[src/rtl/regfile_rename_mp.sv]
// rtl/regfile_rename_mp.sv - architectural register file with ROB rename-tag tracking, N read / M commit ports
// Optional same-cycle commit-to-read forwarding: define REGFILE_COMMIT_BYPASS_EN.
module regfile_rename_mp #(
    parameter int                REG_NUM   = 32,
    parameter int                REG_W     = 5,
    parameter int                DATA_W    = 32,
    parameter int                TAG_W     = 4,
    parameter logic [TAG_W-1:0]  EMPTY_TAG = '1,
    parameter int                RD_PORTS  = 2,
    parameter int                CM_PORTS  = 2
) (
    input  logic                         clk,
    input  logic                         rst,
    input  logic                         rdy,
    input  logic                         clear,
    input  logic [RD_PORTS*REG_W-1:0]    rd_pos,
    output logic [RD_PORTS*DATA_W-1:0]   rd_data,
    output logic [RD_PORTS*TAG_W-1:0]    rd_tag,
    input  logic                         iss_en,
    input  logic [REG_W-1:0]             iss_pos,
    input  logic [TAG_W-1:0]             iss_tag,
    input  logic [CM_PORTS-1:0]          cm_en,
    input  logic [CM_PORTS*REG_W-1:0]    cm_pos,
    input  logic [CM_PORTS*DATA_W-1:0]   cm_data,
    input  logic [CM_PORTS*TAG_W-1:0]    cm_tag,
    output logic [REG_W:0]               busy_cnt
);

    // Register 0 has no storage; it is hardwired to 0 / EMPTY_TAG.
    logic [DATA_W-1:0] data_q [1:REG_NUM-1];
    logic [TAG_W-1:0]  tag_q  [1:REG_NUM-1];
    logic [DATA_W-1:0] data_n [1:REG_NUM-1];
    logic [TAG_W-1:0]  tag_n  [1:REG_NUM-1];
    logic              cm_hit [1:REG_NUM-1];
    logic [REG_W:0]    busy_n;

    // Tag write priority within a cycle: clear > rename > commit tag-clear.
    always_comb begin
        busy_n = '0;
        for (int r = 1; r < REG_NUM; r++) begin
            data_n[r] = data_q[r];
            tag_n[r]  = tag_q[r];
            cm_hit[r] = 1'b0;
            for (int k = 0; k < CM_PORTS; k++) begin
                if (cm_en[k] && cm_pos[k*REG_W +: REG_W] == REG_W'(r)) begin
                    data_n[r] = cm_data[k*DATA_W +: DATA_W];
                    if (cm_tag[k*TAG_W +: TAG_W] == tag_q[r])
                        cm_hit[r] = 1'b1;
                end
            end
            if (cm_hit[r])
                tag_n[r] = EMPTY_TAG;
            if (iss_en && iss_pos == REG_W'(r))
                tag_n[r] = iss_tag;
            if (clear)
                tag_n[r] = EMPTY_TAG;
            busy_n = busy_n + {{REG_W{1'b0}}, (tag_n[r] != EMPTY_TAG)};
        end
    end

    always_ff @(posedge clk) begin
        if (rst) begin
            for (int r = 1; r < REG_NUM; r++) begin
                data_q[r] <= '0;
                tag_q[r]  <= EMPTY_TAG;
            end
            busy_cnt <= '0;
        end else if (rdy) begin
            for (int r = 1; r < REG_NUM; r++) begin
                data_q[r] <= data_n[r];
                tag_q[r]  <= tag_n[r];
            end
            busy_cnt <= busy_n;
        end
    end

    // Position 0 and out-of-range positions match no entry and keep the defaults.
    always_comb begin
        rd_data = '0;
        rd_tag  = {RD_PORTS{EMPTY_TAG}};
        for (int i = 0; i < RD_PORTS; i++) begin
            for (int r = 1; r < REG_NUM; r++) begin
                if (rd_pos[i*REG_W +: REG_W] == REG_W'(r)) begin
                    rd_data[i*DATA_W +: DATA_W] = data_q[r];
                    rd_tag[i*TAG_W +: TAG_W]    = tag_q[r];
`ifdef REGFILE_COMMIT_BYPASS_EN
                    // Ascending loop lets the youngest qualifying commit port win.
                    for (int k = 0; k < CM_PORTS; k++) begin
                        if (rdy && cm_en[k] && cm_pos[k*REG_W +: REG_W] == REG_W'(r) &&
                            cm_tag[k*TAG_W +: TAG_W] == tag_q[r]) begin
                            rd_data[i*DATA_W +: DATA_W] = cm_data[k*DATA_W +: DATA_W];
                            rd_tag[i*TAG_W +: TAG_W]    = EMPTY_TAG;
                        end
                    end
`endif
                end
            end
        end
    end

endmodule

[config.mk]
export PLATFORM = sky130hd
export DESIGN_NAME = regfile_rename_mp
export DESIGN_NICKNAME = d
export VERILOG_FILES = /design/src/rtl/regfile_rename_mp.sv
export SDC_FILE = /design/constraint.sdc
export NUM_CORES = 2
export LEC_CHECK = 0
export BUFFER_PORTS_ARGS = -buffer_cell sky130_fd_sc_hd__buf_4
export CELL_PAD_IN_SITES_DETAIL_PLACEMENT = 1
export CELL_PAD_IN_SITES_GLOBAL_PLACEMENT = 1
export CORE_AREA = 5 5 426 533
export DETAILED_ROUTE_END_ITERATION = 8
export DIE_AREA = 0 0 431 538
export PLACE_DENSITY = 0.62
export SKIP_LAST_GASP = 1
export SYNTH_ARGS = -nofsm -noshare
export SYNTH_HDL_FRONTEND = slang
export SYNTH_SLANG_ARGS = --single-unit
[constraint.sdc]
create_clock -name clk -period 24.3 [get_ports clk]
set_clock_uncertainty 0.2 [all_clocks]
set_input_delay 4.86 -clock clk [delete_from_list [all_inputs] [get_ports clk]]
set_output_delay 4.86 -clock clk [all_outputs]
set_load 0.005 [all_outputs]
==> flow_summary.ini <==
[run_status]
status = finished with violations
violations = capacitance limit, slew limit

[placement]
dp_hpwl_um = 343000
port-buffer-count = 185
dpl-instance-area_um2 = 78300
place.gp.congestion = 1.03

[route]
vias = 82100
route.detailed.drc = 0
dr.first_iter.drc_count = 13600
via_per_inst = 6.97
routed_wirelength_um = 497000
detailedRoute.firstPassIterationCount = 8
detail-route-antenna-nets = 0
routed_wire_length_per_instance_um = 42.3

[global_route]
gr-usage-all-layers_pct = 41.1
via_count_of_the_first_global_routing_pass = 77800
maximum_number_of_pins_on_one_net_before_global_route_repair = 196
global_route.overflow_total = 0
grt_pass1_wl_um = 673000
initial_antenna_violation_count = 45

[timing]
worst_slew_margin_rel_pct = -11.0
fin_tns_setup_ns = 0
final_hold_violation_count = 0
setup_violations = 0
rsz0062_at_grt = no
max_freq_mhz = 63.4
min_period_ns = 15.78
post_route_fraction_of_the_period_consumed_by_the_critical_path_pct = 64.9
timing_max_transition_violations_final = 4
worst_pin_slew_ns = 1.65

[synthesis]
avgSynthCellArea_um2 = 8.21
synth_seq_area_share_pct = 45.0
synth.cells.most_frequent = nand2_1, a21oi_1, edfxtp_1
synth_area_um2 = 74700
synth_nets = 9241
synth_cell_type_count = 97
postSynth.asyncResetShare_pct = 0
synth_enable_flop_cells = 1116
synth.most_common_cell = nand2_1
synthCells = 9103
synth_largest_type_area_fraction_pct = 44.9
biggest_area_contributors_in_the_synthesized_netlist = edfxtp_1, nand2_1, a21oi_1
synth_register_bits = 1122
post-synth-top-area-cell = edfxtp_1
yosys_most_used_dff = edfxtp_1
synthesis.yosys.warnings = 0

[clocking]
hold_buffers = 0
ctsRootBufferMaster = clkbuf_16
cts_sinks = 1122
cts.clk_slew.worst_paths_ns = 0.05
max-clock-path-buffers = 4
cts_setup_buffers = 0
cts_tree = yes
htree_num_levels = 4
cts_repair_resize_count = 0
clock_latency_at_the_later_pin_of_the_worst_skew_pair_ns = 0.84
cts_made_buffers = 148

[floorplanning]
fp-row-count = 193
chipWidth_um = 431
die-height_um = 538
num_io_pins = 186
die_area_um2 = 232000
initial_cell_density_of_the_core_pct = 33.8
fp.coreArea_um2 = 221000

[run]
timing.max_cap.violations = 3

[worst_hold_path]
min-delay-path-class = reg2reg

[critical_path]
critPathLaunchType = input pin
timing.reg2reg.setup_slack_ns = 17.12
crit_path_max_incr_delay_ns = 1.23
critical_path_required_ns = 19.24
worst_ep_arrival_time_ns = 10.72
worst_setup_path_startpoint = rd_pos[6]
reg_to_reg_critical_path_startpoint = tag_q[0][73]$_SDFFCE_PN1P_
cp_slowest_cell = a2111oi_0
worst_path_most_repeated_cell = buf_4
critical_path.reg2reg.endpoint = busy_cnt[4]$_SDFFE_PP0P_
worstSetupPathType = in2out
crit_chain = clkbuf_8, buf_4, nor2b_2, nand2_1, o22ai_1, nor3_1, a2111oi_0, o22ai_1, buf_4, buf_4
crit_fanout = 57
worst_r2r_path_depth = 24
critical_path.endpoint = rd_data[32]
worst_setup_path_end_kind = primary output

[power]
max-vdd-ir-drop_mv = 0.0478
cellPowerDensity_nw_per_um2 = 66.7
power.leakage_uw = 0.0285

[final_layout]
finalNetCount = 8843
layout_cell_share_with_drive_strength_beyond_1_pct = 9.77
area_delta_synth_final_pct = 10.9
final_util_pct = 37.5
design_area_um2 = 82900
logic make-up after synthesis:
logic type,count (synthesis),share of synthesized area [%]
and+or+nand+nor,3436,18.8
xor gates and xnor gates,251,2.94
muxes,160,2.26
buffers and inverters,1067,5.83
AOI/OAI and AO/OA,3037,24.4
adders and majority gates,30,0.733
DFF,1122,45.0
cell type report:
type	instances	area [um2]
multi-input combinational	6914	37200
sequential	1122	33600
antenna	35	87.6
clock inverter	80	579
tap	2925	3660
inverter	45	171
timing repair buffer	474	3610
fill	25900	138000
clock buffer	177	3930
where the power goes:
group	switching, uW	internal (uW)	total, uW
combinational	710	227	937
sequential	120	2280	2400
clock	964	1220	2190
stage by stage:
stage                     hold slack [ns]  std cells  total power (uW)  worst slack, ns
final                               0.276      11800              5530             8.52
after global routing                0.313      11800              5620             9.03
after CTS                           0.278      11700              5470             9.16
after detailed placement            0.268      11500              3320             9.20
after global placement              0.272      11500              3300             9.15
after floorplan                     0.262       9103              2800            12.70
metal layers:
layer | wire (um) | up-vias | global-route usage, %
li1 | - | 32100 | -
met1 | 189000 | 41600 | 53.1
met2 | 210000 | 6835 | 61.0
met3 | 65100 | 1584 | 13.3
met4 | 33100 | 20 | 22.4
met5 | 339 | - | 0.635
registers in the layout, indices dropped and copies added (netlist names):
| name | cells |
|---|---|
| data_q | 992 |
| tag_q | 124 |
| busy_cnt | 6 |
placed cells by master, fill, tap and decap left out, types with 28 or more instances in the layout:
cell and n:
a211oi_1 41, a21oi_1 1390, a221oi_1 98, a22o_1 29
a22oi_1 102, a31oi_1 55, buf_4 467, clkbuf_16 153
clkinv_1 33, diode_2 35, edfxtp_1 1116, inv_1 41
mux2i_1 129, nand2_1 2433, nand2_2 43, nand2b_1 36
nand3_1 74, nand4_1 40, nor2_1 442, nor2_4 34
nor2b_1 32, nor3_1 96, nor4_1 70, o211ai_1 50
o21ai_0 427, o221ai_1 52, o22ai_1 455, o2bb2ai_1 28
xnor2_1 91, xor2_1 160
worst min path at each step:
stage                                  start                        to  slack [ns]  depth (start not counted)
floorplan           busy_cnt[5]$_SDFFE_PP0P_  busy_cnt[5]$_SDFFE_PP0P_        0.26                          2
global placement    busy_cnt[5]$_SDFFE_PP0P_  busy_cnt[5]$_SDFFE_PP0P_        0.27                          2
detailed placement  busy_cnt[5]$_SDFFE_PP0P_  busy_cnt[5]$_SDFFE_PP0P_        0.27                          2
CTS                 busy_cnt[5]$_SDFFE_PP0P_  busy_cnt[5]$_SDFFE_PP0P_        0.28                          2
global route        busy_cnt[5]$_SDFFE_PP0P_  busy_cnt[5]$_SDFFE_PP0P_        0.31                          2
finish              busy_cnt[5]$_SDFFE_PP0P_  busy_cnt[5]$_SDFFE_PP0P_        0.28                          2
critical path: cells and delay by family:
kind                   cells  cell delay, ns
AOI/OAI and AO/OA          3            2.29
and+or+nand+nor            3            2.16
buffers and inverters      4            1.26
Note: power is estimated with default switching activity, not from simulation.
